## config.mk

```make
export PLATFORM = sky130hd
export DESIGN_NAME = seven_segment_scan_mux
export DESIGN_NICKNAME = d
export VERILOG_FILES = /design/src/rtl/seven_segment_scan_mux.sv
export SDC_FILE = /design/constraint.sdc
export NUM_CORES = 1
export LEC_CHECK = 0
export CAP_MARGIN = 20
export CORE_AREA = 2 2 111 86
export CTS_BUF_LIST = sky130_fd_sc_hd__clkbuf_4 sky130_fd_sc_hd__clkbuf_8 sky130_fd_sc_hd__clkbuf_16
export DETAILED_ROUTE_END_ITERATION = 10
export DIE_AREA = 0 0 113 88
export PLACE_DENSITY = 0.59
export SLEW_MARGIN = 20
export SYNTH_ARGS = -nofsm -noshare
export SYNTH_HDL_FRONTEND = slang
export SYNTH_SLANG_ARGS = --single-unit
```

## constraint.sdc

```tcl
create_clock -name clk -period 4.9 [get_ports clk]
set_clock_uncertainty 0.15 [all_clocks]
set_input_delay 0.98 -clock clk [delete_from_list [all_inputs] [get_ports clk]]
set_output_delay 0.98 -clock clk [all_outputs]
set_load 0.02 [all_outputs]
```

## src/rtl/seven_segment_scan_mux.sv

```systemverilog
// Round-robin common-anode 7-seg scanner with frame-atomic shadow digits and dead time.
// Optional: SEVEN_SEGMENT_LEADING_ZERO_BLANK_EN suppresses leading zero digits.
module seven_segment_scan_mux #(
    parameter int NUM_DIGITS  = 4,
    parameter int REFRESH_DIV = 1024,
    parameter int DEAD_CYCLES = 16
) (
    input  logic                      clk,
    input  logic                      reset_n,
    input  logic                      load,
    input  logic [4*NUM_DIGITS-1:0]   digits_in,
    input  logic [NUM_DIGITS-1:0]     blank_in,
    output logic [6:0]                seg,
    output logic [NUM_DIGITS-1:0]     anode,
    output logic                      scan_done
);

    localparam int PW = (REFRESH_DIV > 1) ? $clog2(REFRESH_DIV) : 1;
    localparam int IW = (NUM_DIGITS > 1) ? $clog2(NUM_DIGITS) : 1;
    localparam int DW = 4 * NUM_DIGITS;
    localparam logic [PW-1:0] PRE_LAST = PW'(REFRESH_DIV - 1);
    localparam logic [PW-1:0] DEAD_P   = PW'(DEAD_CYCLES);
    localparam logic [IW-1:0] IDX_LAST = IW'(NUM_DIGITS - 1);

    if (NUM_DIGITS < 1 || REFRESH_DIV < 2 || DEAD_CYCLES < 0 ||
        DEAD_CYCLES >= REFRESH_DIV) begin : g_param_check
        $error("seven_segment_scan_mux: illegal parameter combination");
    end

    logic [PW-1:0]          presc_q, presc_d;
    logic [IW-1:0]          idx_q, idx_d;
    logic [DW-1:0]          sh_dig_q, sh_dig_d;
    logic [NUM_DIGITS-1:0]  sh_blk_q, sh_blk_d;
    logic [DW-1:0]          pend_dig_q, pend_dig_d;
    logic [NUM_DIGITS-1:0]  pend_blk_q, pend_blk_d;
    logic                   pend_vld_q, pend_vld_d;
    logic [6:0]             seg_q, seg_d;
    logic [NUM_DIGITS-1:0]  anode_q, anode_d;
    logic                   done_q, done_d;

    logic                   frame_end;
    logic [3:0]             cur_dig;
    logic                   cur_blk;

    function automatic logic [6:0] hex7(input logic [3:0] v);
        logic [6:0] s;
        case (v)
            4'h0: s = 7'b1000000;
            4'h1: s = 7'b1111001;
            4'h2: s = 7'b0100100;
            4'h3: s = 7'b0110000;
            4'h4: s = 7'b0011001;
            4'h5: s = 7'b0010010;
            4'h6: s = 7'b0000010;
            4'h7: s = 7'b1111000;
            4'h8: s = 7'b0000000;
            4'h9: s = 7'b0011000;
            4'hA: s = 7'b0001000;
            4'hB: s = 7'b0000011;
            4'hC: s = 7'b1000110;
            4'hD: s = 7'b0100001;
            4'hE: s = 7'b0000110;
            default: s = 7'b0001110;
        endcase
        return s;
    endfunction

    assign frame_end = (presc_q == PRE_LAST) && (idx_q == IDX_LAST);

`ifdef SEVEN_SEGMENT_LEADING_ZERO_BLANK_EN
    // lz[k]: digit k and everything above it is zero; digit 0 always shown
    logic [NUM_DIGITS-1:0] lz;

    always_comb begin : p_lz
        logic run;
        run = 1'b1;
        lz  = '0;
        for (int k = NUM_DIGITS - 1; k >= 0; k--) begin
            run = run & (sh_dig_q[4*k +: 4] == 4'h0);
            if (k > 0) lz[k] = run;
        end
    end
`endif

    always_comb begin : p_sel
        cur_dig = 4'h0;
        cur_blk = 1'b1;
        for (int k = 0; k < NUM_DIGITS; k++) begin
            if (idx_q == IW'(k)) begin
                cur_dig = sh_dig_q[4*k +: 4];
`ifdef SEVEN_SEGMENT_LEADING_ZERO_BLANK_EN
                cur_blk = sh_blk_q[k] | lz[k];
`else
                cur_blk = sh_blk_q[k];
`endif
            end
        end
    end

    always_comb begin : p_next
        presc_d    = presc_q + 1'b1;
        idx_d      = idx_q;
        pend_dig_d = pend_dig_q;
        pend_blk_d = pend_blk_q;
        pend_vld_d = pend_vld_q;
        sh_dig_d   = sh_dig_q;
        sh_blk_d   = sh_blk_q;
        seg_d      = 7'h7F;
        anode_d    = '1;
        done_d     = frame_end;

        if (presc_q == PRE_LAST) begin
            presc_d = '0;
            idx_d   = (idx_q == IDX_LAST) ? '0 : idx_q + 1'b1;
        end

        if (load) begin
            pend_dig_d = digits_in;
            pend_blk_d = blank_in;
            pend_vld_d = 1'b1;
        end

        // Shadow only moves at the frame seam so a frame never mixes data
        if (frame_end) begin
            if (load) begin
                sh_dig_d = digits_in;
                sh_blk_d = blank_in;
            end else if (pend_vld_q) begin
                sh_dig_d = pend_dig_q;
                sh_blk_d = pend_blk_q;
            end
            pend_vld_d = 1'b0;
        end

        if (!(presc_q < DEAD_P) && !cur_blk) begin
            anode_d = ~(NUM_DIGITS'(1) << idx_q);
            seg_d   = hex7(cur_dig);
        end
    end

    always_ff @(posedge clk or negedge reset_n) begin
        if (!reset_n) begin
            presc_q    <= '0;
            idx_q      <= '0;
            sh_dig_q   <= '0;
            sh_blk_q   <= '1;
            pend_dig_q <= '0;
            pend_blk_q <= '1;
            pend_vld_q <= 1'b0;
            seg_q      <= 7'h7F;
            anode_q    <= '1;
            done_q     <= 1'b0;
        end else begin
            presc_q    <= presc_d;
            idx_q      <= idx_d;
            sh_dig_q   <= sh_dig_d;
            sh_blk_q   <= sh_blk_d;
            pend_dig_q <= pend_dig_d;
            pend_blk_q <= pend_blk_d;
            pend_vld_q <= pend_vld_d;
            seg_q      <= seg_d;
            anode_q    <= anode_d;
            done_q     <= done_d;
        end
    end

    assign seg       = seg_q;
    assign anode     = anode_q;
    assign scan_done = done_q;

endmodule

```

### After elaboration in Yosys (flattened, before gate mapping)

Memories as Yosys holds them, arrays and structs flattened.
Cells that the tools add are included.

* memories kept: 1
* input bits: 23
* register bits: 65
* memory bits (read-only): 112

Memory list
* (name not given): words 16, width 7, read ports 1, clocked after memory_dff 0, wr ports 0, RTL line 47 `case (v)`

* shifts and indexed selects: 1
* bitwise operators: 1
* multiplexer cells: 18
* reductions and logical operators: 8
* add/sub/neg operators: 2
* order comparisons: 1
* equality and inequality tests: 4

Operator list (count)
* $mux W16: 2
* $mux W4: 7
* $add A10 B1 Y10 const B: 1
* $eq A10 B10 Y1 const B: 1
* $lt A10 B5 Y1 const B: 1
* $mux W10: 1
* $mux W7: 1
* $mux W1: 6
* $eq A2 B2 Y1 const B: 2
* $not A4 Y4: 1
* $reduce_bool A2 Y1: 2
* $shl A1 B2 Y4 const A: 1
* $add A2 B1 Y2 const B: 1
* $eq A2 B1 Y1 const B: 1
* $logic_and A1 B1 Y1: 2
* $logic_not A1 Y1: 2
* $logic_not A2 Y1: 1
* $mux W2: 1
* $reduce_and A2 Y1: 1

### Longest topological paths before layout

* depth in word-level cells: 8
* depth in mapped cells: 12
* gate-level depth less buffers: 11

### Worst setup path before layout

Ideal clock, no wire load.

* kind: reg-to-reg
* start point: register idx_q[0]
* end point: register seg_q[3] (netlist: seg[3])
* library setup time: 86 ps
* slack: 2543 ps
* data arrival time: 2121 ps
* cell stages (with the launch flop): 12
* required time: 4664 ps
* cell sequence: dfrtp_1 > inv_1 > ha_1 > buf_2 > a21oi_1 > o21ai_0 > o21ai_0 > o21ai_0 > ha_1 > mux2_2 > nor2_1 > o31ai_2

* cells in the longest elaborated chain, start to end: 8
* elaborated cells between the ends (all ways): 16
* classes of those cells: eq/ne: 3; mux: 9; reduce/logical: 3; memory: 1

RTL lines
* start, declared: RTL line 31 `logic [IW-1:0] idx_q, idx_d;`
* start signal, assigned: RTL line 155 `idx_q <= idx_d;`
* branches (longest 7 deep; another with $mem_v2 Z16 W7)
* $mux W7 *: RTL line 135 `if (!(presc_q < DEAD_P) && !cur_blk) begin`
* named net seg_d[3]: RTL line 37 `logic [6:0] seg_q, seg_d;`
* end signal, assigned: RTL line 161 `seg_q <= seg_d;`
* end, declared: RTL line 37

Mark *: on every way through the listed nets, which the timed path passes.
A chain may end at the register's enable or synchronous reset.

### Final worst setup path

* start point: input load
* end point: register sh_dig_q[8]

* cells in the longest elaborated chain, start to end: 2
* elaborated cells between the ends (all ways): 3
* classes of those cells: mux: 1; reduce/logical: 2

RTL lines
* start, declared: RTL line 10 `input logic load,`
* $reduce_bool A2 Y1 (no line)
* $reduce_and A2 Y1 (no line)
* end signal, assigned: RTL line 156 `sh_dig_q <= sh_dig_d;`
* end, declared: RTL line 32 `logic [DW-1:0] sh_dig_q, sh_dig_d;`

Parallel ways exist; a longest one is shown, timed or not.

==> results_dict.tcl <==
set metrics [dict create \
    fp.dieH_um 88 \
    drive_gt1_frac 0.314 \
    finalCritPeriodShare 0.569 \
    grt_pass1_vias 1902 \
    path_clk_slew_ps 60 \
    netlist_area_sq_um 3050 \
    yosysWarnings 0 \
    cts_setup_buffers 0 \
    reg2reg_to "seg[3]" \
    cts_tree "done" \
    required_ps 4960 \
    rsz0062_at_grt "no" \
    powerDensity_nw_per_um2 349 \
    fillers 844 \
    arrival_ps 2850 \
    dp_hpwl_um 3700 \
    initial_core_util 0.344 \
    post_cts_resized 0 \
    synth_cells 233 \
    cts_buffer_depth 2 \
    antenna_found_initial 0 \
    port_buffers 34 \
    finalSetupViolations 0 \
    synth_common_cells "dfrtp_1, mux2_2, mux2_4" \
    r2r-start "idx_q[1]" \
    drcViolationCount 3 \
    whs_path_depth 2 \
    cts_root_buffer "clkbuf_16" \
    ant_nets 0 \
    hp-class "register to register" \
    slew_violations 0 \
    power_leakage_nw 1.59 \
    drtPass1Iterations 7 \
    seq_area_sq_um 1650 \
    criticalPathCategory "input pin to register" \
    wl_per_cell_um 14.3 \
    synth_edf_count 0 \
    synth.avg_cell_area_sq_um 13.1 \
    vias 1808 \
    grt_use_total 0.126 \
    synth_top_area_share 0.378 \
    synth_seq_cells 65 \
    yosys.cell_count.top_type "dfrtp_1" \
    cts_hold_buf 0 \
    post-route-util 0.426 \
    synth_top_flop_cell "dfrtp_1" \
    timing.fmax_ghz 0.358 \
    ys_types 43 \
    worst_skew_pair.late_latency_ps 330 \
    async_flop_share 1.00 \
    n_antenna_cell 0 \
    min-delay-start "pend_vld_q" \
    htreeDepth 3 \
    row_count 30 \
    die_area_sq_um 9940 \
    die_x_um 113 \
    gp_congestion 0.733 \
    startpoint_type "input pin" \
    num_io_pins 35 \
    holdPathEnd "pend_vld_q" \
    tns_ps 0 \
    critPathMaxFanout 21 \
    finalHoldViolCount 0 \
    drt_wl_total_um 5510 \
    drt_iter0_drc 66 \
    grt_max_degree 52 \
    avgViaCountPerCell 4.68 \
    status "finished, violations left" \
    synth_area_leaders "dfrtp_1, dfstp_2, mux2_4" \
    area_growth_pct 23.7 \
    clkSinkCount 65 \
    rrSetupSlack_ps 2150 \
    violations "DRC" \
    core-area_sq_um 8860 \
    synth_top_cell_by_area "dfrtp_1" \
    grt_pass1_wl_um 9580 \
    multi_input_area_sq_um 1260 \
    final.min_clock_period_ps 2790 \
    yosysSeqAreaShare 0.541 \
    cts_made_buffers 9 \
    nets 303 \
    ir_drop_mv 0.191 \
    end_kind "register" \
    globalRouteOverflowTotal 0 \
    synthesis.nets 267 \
    r2r_cells 10 \
    tightestPinTransition_ps 799 \
    cap_violations 0 \
    maxSlewHeadroom 0.466 \
]
## registers in the layout, indices dropped and copies added, names as in the netlist
signal / cells
pend_dig_q: 16
sh_dig_q: 16
presc_q: 10
seg: 7
anode: 4
pend_blk_q: 4
sh_blk_q: 4
idx_q: 2
pend_vld_q: 1
scan_done: 1
## placed cells by master (no fill, tap or decap), types with 9 or more instances in the layout
cell type        netlist  final
ha_1                  11     11
clkbuf_16              0      9
inv_1                 10     10
dfstp_2               19     19
nor2_1                14     14
mux2_4                20     20
dfrtp_1               46     46
clkdlybuf4s50_1        0     33
nand2_1               17     17
mux2_2                22     22
## worst max-delay path by stage
stage                   from           to  slack (ps)  cells after the start
finish                  load  sh_dig_q[8]        2110                      5
CTS                     load  sh_dig_q[1]        2070                      5
detailed placement      load  sh_dig_q[3]        1720                      5
global placement        load  sh_dig_q[1]        1780                      5
global route        idx_q[0]       seg[6]        1850                     11
floorplan           idx_q[0]       seg[3]        2540                     11
## final cells by class
cell class / instances / area share
timing repair buffer: 36 / 0.0929
clock buffer: 9 / 0.0597
sequential: 65 / 0.438
multi-input combinational: 147 / 0.335
clock inverter: 7 / 0.0272
tap: 112 / 0.0372
inverter: 10 / 0.00995
## power by group
part           switching [mW]  internal [mW]
clock                   0.249          0.449
combinational          0.0251         0.0314
sequential            0.00353          0.556
total                   0.278           1.04
## metal layers
| layer | vias to the layer above | part of all wire | global-route usage | wire [um] |
|---|---|---|---|---|
| met4 | 0 | 0.023 | 0.0588 | 125 |
| met2 | 43 | 0.43 | 0.186 | 2380 |
| met5 | - | 0 | 0 | 0 |
| li1 | 881 | - | - | - |
| met1 | 872 | 0.49 | 0.169 | 2690 |
| met3 | 12 | 0.058 | 0.0436 | 317 |
## cell families (layout without fill, tap and decap cells)
family / after synthesis / after routing / synth area share
simple gates: 55 / 55 / 0.0899
buf+inv: 21 / 62 / 0.0435
mux: 46 / 46 / 0.193
compound gates: 28 / 28 / 0.0669
xor+xnor: 7 / 7 / 0.0201
fa+ha+maj: 11 / 11 / 0.0452
flops: 65 / 65 / 0.541
## critical path, stage by stage
cell	delay [ps]
clkdlybuf4s50_1	450
buf_4	270
nor2_1	100
and3b_2	690
mux2_4	350
## per-stage QoR
step | std cells | hold slack [ps] | instance area, sq um | power [mW] | setup WS, ps
after floorplan | 233 | 293 | 3050 | 0.592 | 2540
after global placement | 370 | 312 | 3440 | 0.626 | 1780
after detailed placement | 370 | 319 | 3440 | 0.628 | 1720
after CTS | 386 | 333 | 3770 | 1.33 | 2070
after global routing | 386 | 365 | 3770 | 1.36 | 1850
final | 386 | 328 | 3770 | 1.31 | 2110
(Power assumes the default switching activity.)
==> variant 1, RTL diff (same settings) <==
The option `SEVEN_SEGMENT_LEADING_ZERO_BLANK_EN` is turned on by a define.
--- a/src/rtl/seven_segment_scan_mux.sv
+++ b/src/rtl/seven_segment_scan_mux.sv
@@ -1,5 +1,7 @@
 // Round-robin common-anode 7-seg scanner with frame-atomic shadow digits and dead time.
 // Optional: SEVEN_SEGMENT_LEADING_ZERO_BLANK_EN suppresses leading zero digits.
+`define SEVEN_SEGMENT_LEADING_ZERO_BLANK_EN
+
 module seven_segment_scan_mux #(
     parameter int NUM_DIGITS  = 4,
     parameter int REFRESH_DIV = 1024,
Check against the original RTL: same outputs for any inputs over 10 cycles, from zero or initial values and one cycle with reset_n low; that may be too few to reach the edited logic, so the function may still have changed.
==> variant 1 against the original RTL <==
The flow still finishes with violations (design-rule violations). Synthesized area is 2.2% lower. Maximum frequency fell by 9.0%. Power down 2.0%. Critical endpoint is now sh_dig_q[7]$_DFFE_PN0P_. Count of clock-buffer cells in the layout is the same. First-iteration DRC count is 38% higher. Non-clock buffer count increased by 1. Cell area is 1.1% lower. Critical path type unchanged. Sequential cell count stayed put. Setup slack got worse by 0.28 ns. Wire length up 3.4%.
==> variant 1: results (changes against the original RTL) <==
Worst Hold Depth: 1 (-1)
Worst R2R Setup Slack: 2.04 ns (-0.11 ns)
Initial antenna violation count: 0 (unchanged)
Hold WS: 0.335 ns (+0.00684 ns)
Ranking of synthesized cells by area: dfrtp_1 39%, dfstp_2 17%, mux2_2 15%
Met2 Use GR: 17.8% (-0.82 points)
Critical path endpoint: sh_dig_q[7]$_DFFE_PN0P_
Failing checks: design-rule violations
RePlAce Congestion: 0.816 (+11%)
Wire length on met1: 3070 um (+14%)
Nets@finish: 306 (+0.99%)
Largest regs: pend_dig_q x16, sh_dig_q x16, presc_q x10
GR met1 Demand/Resource: 18.9% (+2.0 points)
Worst-path clk slew: 0.05 ns
Share of cells above drive strength 1: 30.7% (-0.70 points)
Post_cts resized: 0 (unchanged)
Sequential-to-total area share from yosys stat: 55.4% (+1.2 points)
Hold Path Sink: presc_q[6]$_DFF_PN0_
Grt met3 use: 3.88% (-0.48 points)
Cells on worst reg2reg path: 10 (unchanged)
# diodes: 0 (unchanged)
Tot GR Track Use: 13.0% (+0.34 points)
Residual DRC: 2 (-1)
Post-route clock period utilization: 62.6% (+5.6 points)
Detailed Place HPWL: 4010 um (+8.3%)
Mapped Cells: 231 (-0.86%)
Non-Filler Instances: 389 (+0.78%)
Largest net degree at the start of global routing: 43 (-17%)
Ys async rst share: 100% (unchanged)
CTS max path bufs: 2 (unchanged)
Hold path start: presc_q[6]$_DFF_PN0_
Switch Pwr: 0.257 mW (-7.4%)
Place WS: 1.51 ns (-0.211 ns)
Leak: 1.59 nW (+0.28%)
Routed wl met3: 238 um (-25%)
Per-cell routed wire length: 14.6 um (+2.6%)
Crit-path slowest cell: nor3b_4
Max layer used: met4
Synth unique cells: 40 (-7.0%)
Critical path arrival: 3.12 ns (+0.27 ns)
Outcome: finished, violations left
Post-Syn Nets: 265 (-0.75%)
Commonest cells in the netlist: 46 x dfrtp_1, 39 x mux2_2, 19 x dfstp_2
Met2 Routed Length: 2320 um (-2.9%)
Clock root cell: clkbuf_16
H-tree depth: 3 (unchanged)
Vias: 1,896 (+4.9%)
Max incr delay on CP: 0.82 ns (+0.13 ns)
First-pass GRT wire length: 9850 um (+2.9%)
Fillcell total: 848 (+0.47%)
DRT iter0 DRCs: 91 (+38%)
Worst vdd ir: 208 uV (+9.2%)
Post-DP Area: 3410 sq um (-0.98%)
Worst-Margin Slew: 0.994 ns (+0.195 ns)
Placed Cells: 373 (+0.81%)
## variant 1: kinds of logic after synthesis
logic type      Yosys count  synth area share [%]
buf+inv                  17                  3.57
simple gates             56                  10.9
xor+xnor                  6                  1.76
fa+ha+maj                11                  4.62
compound gates           32                  7.39
flops                    65                  55.4
mux                      44                  16.4
## variant 1: power by group through the flow
stage / Clock [mW] / Sequential [mW] / Combinational [mW]
6_report: 0.673 / 0.560 / 0.0555
5_1_grt: 0.717 / 0.562 / 0.0621
4_1_cts: 0.691 / 0.560 / 0.0571
3_5_place_dp: 0 / 0.569 / 0.0566
3_3_place_gp: 0 / 0.568 / 0.0561
2_1_floorplan: 0 / 0.568 / 0.0239
## variant 1: cell type report
type	count	area, sq um	share of cell area [%]
clock buffer	9	225	6.04
clock inverter	7	95.1	2.55
inverter	10	37.5	1.01
multi-input combinational	149	1220	32.8
sequential	65	1650	44.2
tap	112	140	3.76
timing repair buffer	37	358	9.59
==> variant 2, RTL diff (same settings) <==
Made on the original files. Remove the register `seg_q`: a continuous assignment takes its place, so the output `seg` follows one clock earlier.
--- a/src/rtl/seven_segment_scan_mux.sv
+++ b/src/rtl/seven_segment_scan_mux.sv
@@ -147,7 +147,6 @@
             pend_dig_q <= '0;
             pend_blk_q <= '1;
             pend_vld_q <= 1'b0;
-            seg_q      <= 7'h7F;
             anode_q    <= '1;
             done_q     <= 1'b0;
         end else begin
@@ -158,11 +157,12 @@
             pend_dig_q <= pend_dig_d;
             pend_blk_q <= pend_blk_d;
             pend_vld_q <= pend_vld_d;
-            seg_q      <= seg_d;
             anode_q    <= anode_d;
             done_q     <= done_d;
         end
     end
+
+    assign seg_q = seg_d;
 
     assign seg       = seg_q;
     assign anode     = anode_q;
Behaviour: same outputs for any inputs over 10 cycles, from zero or initial values and one cycle with reset_n low; that may be too few to reach the edited logic, so the function may still have changed.
==> variant 2 against the original RTL <==
The run still ends with design-rule violations left. Synthesized cell count is 3.0% lower. Critical path depth grew 6. Synthesized area fell by 6.0%. Cell area down 4.6%. Setup slack worse by 1.8 ns. Wire length fell by 0.24%. Critical endpoint is now seg[3]. Sequential cell count is 7 lower. Power decreased by 6.8%.
==> variant 2: results (changes against the original RTL) <==
Outcome: finished, violations left
Failing checks: design-rule violations
First-pass GRT wire length: 9450 um (-1.4%)
Routed wl met3: 268 um (-15%)
Post-DP Area: 3270 sq um (-4.9%)
Reg power frac: 41.1% (-1.5 points)
Met2 Use GR: 17.9% (-0.76 points)
Crit path max-delay family: compound AO/OA/AOI/OAI gates
Non-Filler Instances: 381 (-1.3%)
Detailed Place HPWL: 3820 um (+3.1%)
Largest regs: pend_dig_q x16, sh_dig_q x16, presc_q x10
Synth unique cells: 43 (unchanged)
Met2 Routed Length: 2360 um (-0.92%)
Via density: 4.64 (-0.99%)
Synth Flop Type: dfrtp_1
Tot GR Track Use: 12.5% (-0.13 points)
Place WS: 0.650 ns (-1.07 ns)
Worst vdd ir: 196 uV (+2.7%)
Crit path launch: idx_q[1]$_DFFE_PN0N_
H-tree depth: 3 (unchanged)
DRT iter0 DRCs: 69 (+4.5%)
P_int: 0.992 mW (-4.3%)
Nets@finish: 298 (-1.7%)
Ranking of synthesized cells by area: dfrtp_1 40%, dfstp_2 11%, mux2_4 10%
Synthesized area per cell: 12.7 sq um (-3.1%)
Grt met3 use: 4.50% (+0.14 points)
GR met1 Demand/Resource: 17.6% (+0.74 points)
Vias in the first global route: 1,805 (-5.1%)
Initial antenna violation count: 0 (unchanged)
Worst-Margin Slew: 0.671 ns (-0.128 ns)
Switch share: 19.0% (-2.1 points)
Max layer used: met4
Largest net degree at the start of global routing: 50 (-3.8%)
Placed Cells: 365 (-1.4%)
Post-Syn Nets: 260 (-2.6%)
Residual DRC: 1 (-2)
Per-cell routed wire length: 14.4 um (+1.1%)
Wire length on met1: 2830 um (+5.4%)
Clk_lat worst skew: 0.32 ns
RePlAce Congestion: 0.834 (+14%)
Ys async rst share: 100% (unchanged)
Max incr delay on CP: 0.63 ns (-0.06 ns)
Reg-to-Reg Start: presc_q[0]$_DFF_PN0_
Maximum net fanout on the critical path: 11 (-48%)
Sequential-to-total area share from yosys stat: 51.2% (-2.9 points)
Leak: 1.53 nW (-3.6%)
Crit-path slowest cell: clkdlybuf4s50_1
Power Clock: 0.665 mW (-4.7%)
Share of cells above drive strength 1: 29.7% (-1.6 points)
Commonest cells in the netlist: 46 x dfrtp_1, 22 x mux2_2, 20 x mux2_4
-- variant 2: cell type report --
class,instances,area [sq um]
fillers,848,5260
flip-flops and latches,58,1470
multi-input cells,147,1260
repair buffers,38,365
clock buffers,11,246
well taps,112,140
clock inverters,5,77.6
inverters,10,37.5
-- variant 2: worst paths after layout --
check / end / slack, ns / cells past startpoint
hold / removal: pend_vld_q$_DFFE_PN0P_ / 0.33 / 2
hold reg to reg: pend_vld_q$_DFFE_PN0P_ / 0.33 / 2
max in group asynchronous: pend_dig_q[3]$_DFFE_PN0P_ / 3.38 / 2
min in group asynchronous: presc_q[0]$_DFF_PN0_ / 0.36 / 1
setup / recovery: seg[3] / 0.32 / 11
setup reg to reg: sh_dig_q[9]$_DFFE_PN0P_ / 2.18 / 6
-- variant 2: kinds of logic after synthesis --
family	after synthesis	share of synthesized area [%]
muxes	46	20.5
xor gates and xnor gates	7	2.14
adders and majority gates	11	4.81
and+or+nand+nor	55	9.57
DFF	58	51.2
AOI/OAI and AO/OA	28	7.12
buffers and inverters	21	4.63
